$ cat config.mk
export PLATFORM = sky130hd
export DESIGN_NAME = poly_ddfs
export DESIGN_NICKNAME = d
export VERILOG_FILES = /design/src/rtl/poly_ddfs_pkg.sv /design/src/rtl/music_rom.sv /design/src/rtl/poly_ddfs.sv
export SDC_FILE = /design/constraint.sdc
export NUM_CORES = 2
export LEC_CHECK = 0
export ABC_AREA = 1
export BUFFER_PORTS_ARGS = -buffer_cell sky130_fd_sc_hd__buf_2
export CELL_PAD_IN_SITES_DETAIL_PLACEMENT = 0
export CELL_PAD_IN_SITES_GLOBAL_PLACEMENT = 1
export CORE_ASPECT_RATIO = 1.1
export CORE_UTILIZATION = 41
export CTS_CLUSTER_SIZE = 14
export DETAILED_ROUTE_END_ITERATION = 6
export PLACE_DENSITY_LB_ADDON = 0.1
export SLEW_MARGIN = 15
export SYNTH_ARGS = -nofsm -noshare
export SYNTH_HDL_FRONTEND = slang
export SYNTH_SLANG_ARGS = --single-unit
$ cat constraint.sdc
create_clock -name clk -period 28.1 [get_ports clk]
set_input_delay 4.215 -clock clk [delete_from_list [all_inputs] [get_ports clk]]
set_output_delay 4.215 -clock clk [all_outputs]
set_load 0.02 [all_outputs]
$ cat src/rtl/poly_ddfs_pkg.sv
// poly_ddfs_pkg -- shared definitions for the polyphonic DDS mixer.
//   state_t        : sweep controller states
//   SEL_*          : wr_sel register-select codes
//   WAVE_*         : per-voice waveform codes (used when POLY_DDFS_WAVE_SEL_EN is defined)
//   SAT_MAX/MIN    : 16-bit output saturation limits
//   q14_term       : Q2.14 product to 16-bit mix term
//   sine_amp       : sine table contents used by music_rom
package poly_ddfs_pkg;

   typedef enum logic [1:0] {
      ST_IDLE  = 2'd0,
      ST_SWEEP = 2'd1,
      ST_DRAIN = 2'd2
   } state_t;

   localparam logic [1:0] SEL_FCW  = 2'd0;
   localparam logic [1:0] SEL_PHA  = 2'd1;
   localparam logic [1:0] SEL_ENV  = 2'd2;
   localparam logic [1:0] SEL_WAVE = 2'd3;

   localparam logic [1:0] WAVE_SINE   = 2'd0;
   localparam logic [1:0] WAVE_SQUARE = 2'd1;
   localparam logic [1:0] WAVE_SAW    = 2'd2;
   localparam logic [1:0] WAVE_SILENT = 2'd3;

   localparam logic signed [15:0] SAT_MAX    = 16'sh7FFF;
   localparam logic signed [15:0] SAT_MIN    = 16'sh8000;
   localparam logic signed [15:0] SQUARE_POS = 16'sh7FFF;
   localparam logic signed [15:0] SQUARE_NEG = 16'sh8001;

   // Index of the final DRAIN cycle (DRAIN lasts three cycles).
   localparam logic [1:0] DRAIN_LAST = 2'd2;

   // env is Q2.14, so dropping 14 fraction bits rescales the product to the amp range.
   function automatic logic signed [15:0] q14_term(input logic signed [31:0] product);
      return product[29:14];
   endfunction

   // One period over 256 entries: each half-period is a parabola x*(128-x) scaled so
   // the peak at x=64 is exactly +/-32767; the second half is the negated first half.
   function automatic logic signed [15:0] sine_amp(input logic [7:0] addr);
      logic [6:0]  x;
      logic [13:0] bump;
      logic [28:0] scaled;
      logic [15:0] mag;
      x      = addr[6:0];
      bump   = 14'(x) * (14'd128 - 14'(x));
      scaled = 29'(bump) * 29'd32767;
      mag    = 16'(scaled >> 12);
      return addr[7] ? -$signed(mag) : $signed(mag);
   endfunction

endpackage

$ cat src/rtl/music_rom.sv
// music_rom -- 256 x 16 signed sine table with a registered read (latency 1).
//   clk  : read clock
//   addr : table index, one full period over 0..255
//   data : signed amplitude, valid the cycle after addr
// The table is generated from sine_amp in poly_ddfs_pkg. FILE_NAME identifies an
// external table image for flows that preload ROM contents.
module music_rom
   import poly_ddfs_pkg::*;
#(
   parameter FILE_NAME = ""
)
(
   input  logic        clk,
   input  logic [7:0]  addr,
   output logic [15:0] data
);

   // Registered table read.
   always_ff @(posedge clk) begin
      data <= sine_amp(addr);
   end

endmodule

$ cat src/rtl/poly_ddfs.sv
// poly_ddfs -- time-multiplexed polyphonic DDS voice mixer.
// Each tick sweeps the NV voices through one shared sine ROM, scales each voice by its
// Q2.14 envelope, sums the terms and publishes a saturated 16-bit sample NV+4 cycles
// after the tick.
// Ports:
//   clk, reset_n             : clock, asynchronous active-low reset
//   wr_en/wr_voice/wr_sel/wr_data : per-voice register write (fcw, pha, env, wave)
//   tick                     : starts a mix sweep
//   pcm_out / pcm_valid      : mixed sample and its one-cycle update strobe
//   busy                     : sweep in progress, through the pcm_valid cycle
//   overrun                  : sticky, tick arrived while busy
// Option: define POLY_DDFS_WAVE_SEL_EN to add per-voice waveform selection
// (sine / square / sawtooth / silence); without it every voice is sine.
module poly_ddfs
   import poly_ddfs_pkg::*;
#(
   parameter int NV        = 4,
   parameter int PW        = 30,
   parameter     FILE_NAME = ""
)
(
   input  logic                                 clk,
   input  logic                                 reset_n,
   input  logic                                 wr_en,
   input  logic [((NV > 1) ? $clog2(NV) : 1)-1:0] wr_voice,
   input  logic [1:0]                           wr_sel,
   input  logic [PW-1:0]                        wr_data,
   input  logic                                 tick,
   output logic [15:0]                          pcm_out,
   output logic                                 pcm_valid,
   output logic                                 busy,
   output logic                                 overrun
);

   localparam int VW = (NV > 1) ? $clog2(NV) : 1;
   localparam int AW = 16 + $clog2(NV) + 1;
   localparam logic [VW-1:0] LAST_VOICE = VW'(NV - 1);
   localparam logic signed [AW-1:0] ACC_MAX = {{(AW-16){SAT_MAX[15]}}, SAT_MAX};
   localparam logic signed [AW-1:0] ACC_MIN = {{(AW-16){SAT_MIN[15]}}, SAT_MIN};

   // Per-voice control and phase state
   logic [PW-1:0]        fcw_r   [NV];
   logic [PW-1:0]        pha_r   [NV];
   logic [PW-1:0]        phase_r [NV];
   logic signed [15:0]   env_r   [NV];

   // Sweep controller
   state_t               state_r;
   state_t               next_state_s;
   logic [VW-1:0]        voice_r;
   logic [1:0]           drain_r;
   logic                 accept_s;
   logic                 issue_s;
   logic                 finish_s;

   // Datapath
   logic [PW-1:0]        sum_s;
   logic [7:0]           rom_addr_s;
   logic signed [15:0]   rom_data_s;
   logic signed [15:0]   amp_s;
   logic                 issue_d1_r;
   logic                 issue_d2_r;
   logic signed [15:0]   env_d1_r;
   logic signed [31:0]   env_ext_s;
   logic signed [31:0]   amp_ext_s;
   logic signed [31:0]   product_r;
   logic signed [15:0]   term_s;
   logic signed [AW-1:0] acc_r;
   logic signed [15:0]   sat_s;

`ifdef POLY_DDFS_WAVE_SEL_EN
   logic [1:0]           wave_r [NV];
   logic [1:0]           wave_d1_r;
   logic signed [15:0]   synth_s;
   logic signed [15:0]   synth_d1_r;
`endif

   // Register file: writes land the cycle after wr_en, in any controller state.
   always_ff @(posedge clk or negedge reset_n) begin
      if (!reset_n) begin
         for (int k = 0; k < NV; k++) begin
            fcw_r[k] <= '0;
            pha_r[k] <= '0;
            env_r[k] <= 16'sh0000;
`ifdef POLY_DDFS_WAVE_SEL_EN
            wave_r[k] <= WAVE_SINE;
`endif
         end
      end else if (wr_en && (int'(wr_voice) < NV)) begin
         case (wr_sel)
            SEL_FCW: fcw_r[wr_voice] <= wr_data;
            SEL_PHA: pha_r[wr_voice] <= wr_data;
            SEL_ENV: env_r[wr_voice] <= wr_data[15:0];
`ifdef POLY_DDFS_WAVE_SEL_EN
            SEL_WAVE: wave_r[wr_voice] <= wr_data[1:0];
`else
            SEL_WAVE: ;
`endif
            default: ;
         endcase
      end
   end

   // Phase accumulators: a voice advances only in the cycle it is issued.
   always_ff @(posedge clk or negedge reset_n) begin
      if (!reset_n) begin
         for (int k = 0; k < NV; k++) begin
            phase_r[k] <= '0;
         end
      end else if (issue_s) begin
         phase_r[voice_r] <= phase_r[voice_r] + fcw_r[voice_r];
      end
   end

   // Controller next state; busy_r gates acceptance so a tick landing on the
   // pcm_valid cycle is treated as an overrun.
   always_comb begin
      next_state_s = state_r;
      accept_s     = 1'b0;
      finish_s     = 1'b0;
      issue_s      = 1'b0;
      case (state_r)
         ST_IDLE: begin
            if (tick && !busy) begin
               next_state_s = ST_SWEEP;
               accept_s     = 1'b1;
            end else begin
               next_state_s = ST_IDLE;
            end
         end
         ST_SWEEP: begin
            issue_s = 1'b1;
            if (voice_r == LAST_VOICE) begin
               next_state_s = ST_DRAIN;
            end else begin
               next_state_s = ST_SWEEP;
            end
         end
         ST_DRAIN: begin
            if (drain_r == DRAIN_LAST) begin
               next_state_s = ST_IDLE;
               finish_s     = 1'b1;
            end else begin
               next_state_s = ST_DRAIN;
            end
         end
         default: begin
            next_state_s = ST_IDLE;
         end
      endcase
   end

   // Controller state, voice index and drain counter.
   always_ff @(posedge clk or negedge reset_n) begin
      if (!reset_n) begin
         state_r <= ST_IDLE;
         voice_r <= '0;
         drain_r <= 2'd0;
      end else begin
         state_r <= next_state_s;
         if (accept_s) begin
            voice_r <= '0;
         end else if (issue_s) begin
            voice_r <= (voice_r == LAST_VOICE) ? '0 : voice_r + VW'(1);
         end
         if (state_r == ST_DRAIN) begin
            drain_r <= drain_r + 2'd1;
         end else begin
            drain_r <= 2'd0;
         end
      end
   end

   // Address of the voice being issued.
   always_comb begin
      sum_s      = phase_r[voice_r] + pha_r[voice_r];
      rom_addr_s = sum_s[PW-1:PW-8];
   end

   music_rom #(
      .FILE_NAME (FILE_NAME)
   ) u_rom (
      .clk  (clk),
      .addr (rom_addr_s),
      .data (rom_data_s)
   );

`ifdef POLY_DDFS_WAVE_SEL_EN
   // Non-ROM waveforms are derived from the same phase sum and delayed to match the ROM.
   always_comb begin
      case (wave_r[voice_r])
         WAVE_SQUARE: synth_s = sum_s[PW-1] ? SQUARE_NEG : SQUARE_POS;
         WAVE_SAW:    synth_s = sum_s[PW-1:PW-16];
         default:     synth_s = 16'sh0000;
      endcase
   end

   // Amplitude source after the ROM latency.
   always_comb begin
      case (wave_d1_r)
         WAVE_SINE:   amp_s = rom_data_s;
         WAVE_SQUARE: amp_s = synth_d1_r;
         WAVE_SAW:    amp_s = synth_d1_r;
         default:     amp_s = 16'sh0000;
      endcase
   end
`else
   // All voices read the sine ROM.
   always_comb begin
      amp_s = rom_data_s;
   end
`endif

   // Stage 1 alignment: envelope (and waveform) travel beside the ROM read.
   always_ff @(posedge clk or negedge reset_n) begin
      if (!reset_n) begin
         issue_d1_r <= 1'b0;
         env_d1_r   <= 16'sh0000;
`ifdef POLY_DDFS_WAVE_SEL_EN
         wave_d1_r  <= WAVE_SINE;
         synth_d1_r <= 16'sh0000;
`endif
      end else begin
         issue_d1_r <= issue_s;
         env_d1_r   <= env_r[voice_r];
`ifdef POLY_DDFS_WAVE_SEL_EN
         wave_d1_r  <= wave_r[voice_r];
         synth_d1_r <= synth_s;
`endif
      end
   end

   // Full-width signed operands for the envelope multiply.
   always_comb begin
      env_ext_s = {{16{env_d1_r[15]}}, env_d1_r};
      amp_ext_s = {{16{amp_s[15]}}, amp_s};
      term_s    = q14_term(product_r);
   end

   // Stage 2: registered product.
   always_ff @(posedge clk or negedge reset_n) begin
      if (!reset_n) begin
         issue_d2_r <= 1'b0;
         product_r  <= 32'sd0;
      end else begin
         issue_d2_r <= issue_d1_r;
         product_r  <= env_ext_s * amp_ext_s;
      end
   end

   // Stage 3: accumulator, cleared when a sweep is accepted.
   always_ff @(posedge clk or negedge reset_n) begin
      if (!reset_n) begin
         acc_r <= '0;
      end else if (accept_s) begin
         acc_r <= '0;
      end else if (issue_d2_r) begin
         acc_r <= acc_r + {{(AW-16){term_s[15]}}, term_s};
      end
   end

   // Clamp the wide sum into the 16-bit output range.
   always_comb begin
      if (acc_r > ACC_MAX) begin
         sat_s = SAT_MAX;
      end else if (acc_r < ACC_MIN) begin
         sat_s = SAT_MIN;
      end else begin
         sat_s = acc_r[15:0];
      end
   end

   // Output sample, strobe, busy and sticky overrun.
   always_ff @(posedge clk or negedge reset_n) begin
      if (!reset_n) begin
         pcm_out   <= 16'h0000;
         pcm_valid <= 1'b0;
         busy      <= 1'b0;
         overrun   <= 1'b0;
      end else begin
         if (finish_s) begin
            pcm_out   <= sat_s;
            pcm_valid <= 1'b1;
         end else begin
            pcm_valid <= 1'b0;
         end
         // busy stays up through the pcm_valid cycle, then drops.
         if (accept_s) begin
            busy <= 1'b1;
         end else if (pcm_valid) begin
            busy <= 1'b0;
         end
         if (tick && busy) begin
            overrun <= 1'b1;
         end
      end
   end

endmodule

==> Flow_metrics.wiki <==
{| class="wikitable"
! Metric !! Value
|-
| Result of the run || finished, final reports clean
|-
| Number of clock sinks || 518
|-
| Count of state elements after synthesis || 518
|-
| Slew HR || 27.6%
|-
| Shortest period the worst path allows || 15.46 ns
|-
| Fraction of final layout cells sized beyond drive strength 1 || 5.60%
|-
| Source-to-sink clock delay at the later pin of the worst-skew pair || 0.68 ns
|-
| Die H || 328 µm
|-
| Sum of overflow across all layers after global routing || 0
|-
| Worst Hold Slack || 0.350 ns
|-
| Cell Area, Synth || 0.0395 mm²
|-
| Total area of multi-input combinational cells || 0.0232 mm²
|-
| First-pass GRT wire length || 177000 µm
|-
| Final max-slew violation count || 0
|-
| Cell with the most instances on the worst path || inv_1
|-
| Number of setup violations in the final report || 0
|-
| Crit-path max cell delay || 0.72 ns
|-
| Class of the tightest hold or removal check || reg2reg
|-
| Count of distinct cell types in the synthesized netlist || 61
|-
| Number of enable flip-flop cells after synthesis || 0
|-
| Startpoint kind of the worst setup timing path || flop
|-
| Post-placement cell count || 5945
|-
| Antenna violations before repair || 1
|-
| Total of warnings raised by yosys || 0
|-
| Final RePlAce weighted congestion || 0.849
|-
| Layout overhead on the synthesized area || 8.89%
|-
| Arrival @ worst endpoint || 15.98 ns
|-
| Core region area || 0.0956 mm²
|-
| Worst-case clock buffer depth || 3
|-
| WP data required || 28.63 ns
|-
| Number of I/O port buffers || 56
|-
| Number of filler instances in the final layout || 9756
|-
| Final cycle utilization of the critical path || 55.0%
|-
| Via count of the first global-routing pass || 31400
|-
| Register area share after synthesis || 32.6%
|-
| Number of instances in the synthesized netlist || 4803
|-
| Floorplan die width || 298 µm
|-
| TritonCTS clock tree || built
|-
| CTS-repair resized insts || 0
|-
| Post-detailed-route DRC marker count || 0
|-
| GRT Resource Usage Total || 23.0%
|-
| Layout net count || 5396
|-
| Avg Cell Area, Syn || 8.23 µm²
|-
| Final routed wirelength across all metal layers || 110000 µm
|-
| Number of vias per cell after detailed routing || 5.06
|-
| Footprint of the flip-flops and latches || 0.0129 mm²
|-
| Total via count after detailed routing || 30700
|-
| Clock skew || 0.0592 ns
|-
| Clock-pin slew on the worst setup and hold paths || 0.07 ns
|-
| Initial core utilization || 41.3%
|-
| Share of flip-flops with an asynchronous set or reset after synthesis || 96.9%
|-
| Setup repair after global routing missed its margin || no
|-
| Final Hold Fails || 0
|-
| Average wire per standard cell || 18.2 µm
|-
| Pin slew with the least headroom to its limit || 1.08 ns
|-
| Total number of H-tree levels || 2
|-
| Die area || 0.0976 mm²
|-
| Finished Cell Area || 0.0430 mm²
|-
| Count of pins on the block boundary || 57
|-
| Instance area at placement || 0.0409 mm²
|-
| Max Fanout on Critical Path || 63
|-
| Iter 0 DRT Violations || 1603
|-
| Sum Neg Setup Slack || 0 ns
|-
| Antenna-violating nets left || 0
|-
| Setup Buffers After CTS || 0
|-
| CTS Hold Bufs || 0
|-
| Maximum Capacitance Violations || 0
|-
| Fmax achieved || 0.0647 GHz
|-
| Slowest CP cell || buf_4
|-
| Classification of the worst setup path || reg2reg
|-
| Post-Layout Cell Count || 6057
|-
| Core Rows || 119
|-
| Detailed placement HPWL || 78600 µm
|-
| Clock buffers created by TritonCTS || 58
|-
| Endpoint type of the worst setup path || flop
|-
| Top flip-flop cell by instance count after synthesis || dfrtp_1
|-
| Iteration count of the initial detailed-routing pass || 6
|-
| Pin count of the biggest net entering global routing || 93
|-
| Flop2flop setup slack || 12.64 ns
|-
| Buffer type at the clock tree root || clkbuf_16
|}
==> layout by cell type (no fill, tap or decap), drive strengths merged, types with 5 or more instances in the layout <==
| cell type | n |
|---|---|
| nand3 | 94 |
| dfxtp | 16 |
| buf | 96 |
| or2 | 22 |
| inv | 713 |
| xor2 | 72 |
| conb | 6 |
| clkbuf | 73 |
| nand2 | 1037 |
| xnor2 | 35 |
| o21bai | 7 |
| bufinv | 10 |
| dfrtp | 502 |
| o21ai | 701 |
| a21boi | 5 |
| a21oi | 143 |
| ha | 288 |
| nor3 | 24 |
| o22ai | 105 |
| o21a | 14 |
| clkinv | 23 |
| o31ai | 12 |
| nor2 | 386 |
| o211ai | 5 |
| a21o | 6 |
| nand4 | 12 |
| a31oi | 7 |
| fa | 335 |
==> synth_stat cells (3+ instances only) <==
| cell | count | share of area, % |
|---|---|---|
| o21ai_0 | 685 | 8.7 |
| inv_1 | 706 | 6.7 |
| a21o_1 | 6 | 0.11 |
| xnor2_1 | 32 | 0.71 |
| clkinv_1 | 4 | 0.038 |
| dfrtp_1 | 502 | 32 |
| nand4_1 | 12 | 0.19 |
| nand3b_1 | 4 | 0.076 |
| o31ai_1 | 12 | 0.23 |
| dfxtp_1 | 16 | 0.81 |
| nor2_1 | 384 | 3.6 |
| a32oi_1 | 3 | 0.066 |
| xor2_1 | 69 | 1.5 |
| nand2_1 | 1025 | 9.7 |
| or2_2 | 20 | 0.32 |
| fa_1 | 335 | 17 |
| nand3_2 | 3 | 0.076 |
| a21boi_1 | 3 | 0.057 |
| o21ai_1 | 14 | 0.18 |
| o211ai_1 | 5 | 0.095 |
| xor2_2 | 3 | 0.12 |
| o21bai_1 | 7 | 0.13 |
| nand3_1 | 90 | 1.1 |
| o21a_1 | 14 | 0.27 |
| inv_2 | 3 | 0.028 |
| o22ai_1 | 105 | 1.7 |
| ha_1 | 288 | 9.1 |
| a21oi_1 | 143 | 1.8 |
| nand2_2 | 10 | 0.16 |
| nor3_1 | 24 | 0.30 |
| a31oi_1 | 7 | 0.11 |
| clkbuf_1 | 221 | 2.1 |
| buf_1 | 4 | 0.038 |
| a221oi_1 | 3 | 0.066 |
==> layout make-up <==
type                            instances  share of cell area (%)
Multi-Input combinational cell       3348                    53.8
Sequential cell                       518                    30.0
Inverter                              713                    6.24
Clock buffer                           73                    3.74
Tap cell                             1270                    3.69
Timing Repair Buffer                   96                    1.37
Clock inverter                         37                    1.20
Antenna cell                            2                  0.0116
==> worst max-delay path: cells and delay by family, from the launching register on <==
kind | cells | cell delay (ns)
xor gates and xnor gates | 4 | 1.28
AOI/OAI and AO/OA | 9 | 1.74
buffers and inverters | 13 | 1.84
and+or+nand+nor | 18 | 3.16
adders and majority gates | 15 | 6.41
DFF | 1 | 0.70
==> final timing paths <==
kind	from	end	cells after the start
hold reg to reg	issue_d1_r	issue_d2_r	0
hold / removal	issue_d1_r	issue_d2_r	0
min in group asynchronous	reset_n	pcm_out[6]	1
setup reg to reg	voice_r[1]	u_rom.data[15]	59
setup / recovery	voice_r[1]	u_rom.data[15]	59
max in group asynchronous	reset_n	phase_r[38]	4
==> registers in the layout, indices dropped and copies added (netlist names), 16 cells and up <==
| register | flops |
|---|---|
| fcw_r | 120 |
| pha_r | 120 |
| phase_r | 120 |
| env_r | 64 |
| acc_r | 19 |
| env_d1_r | 16 |
| pcm_out | 16 |
| product_r | 16 |
| u_rom.data | 16 |
==> cell families (layout without fill, tap and decap cells) <==
group	Yosys count	after routing	synth area share, %
flops	518	518	32.6
fa+ha+maj	623	623	26.1
simple gates	1589	1589	16.0
xor+xnor	107	107	2.51
buf+inv	941	919	8.96
compound gates	1023	1023	13.8
other cells	2	8	0.0190
==> stage by stage <==
step	util [%]	worst slack, ns
2_1_floorplan	-	14.82
3_3_place_gp	42.8	12.74
3_5_place_dp	42.8	12.55
4_1_cts	45.0	12.51
5_1_grt	45.0	11.42
6_report	45.0	12.64
==> per-layer routing <==
metal,vias to the layer above,track usage (%),share of wire (%)
li1,15100,-,-
met1,15000,29.1,44
met2,432,41.1,50
met3,141,2.32,2.9
met4,0,7.25,3.2
met5,-,0,0
Power is not shown: default switching activity piles up to over one toggle a cycle in this logic, so the estimate is an artifact.
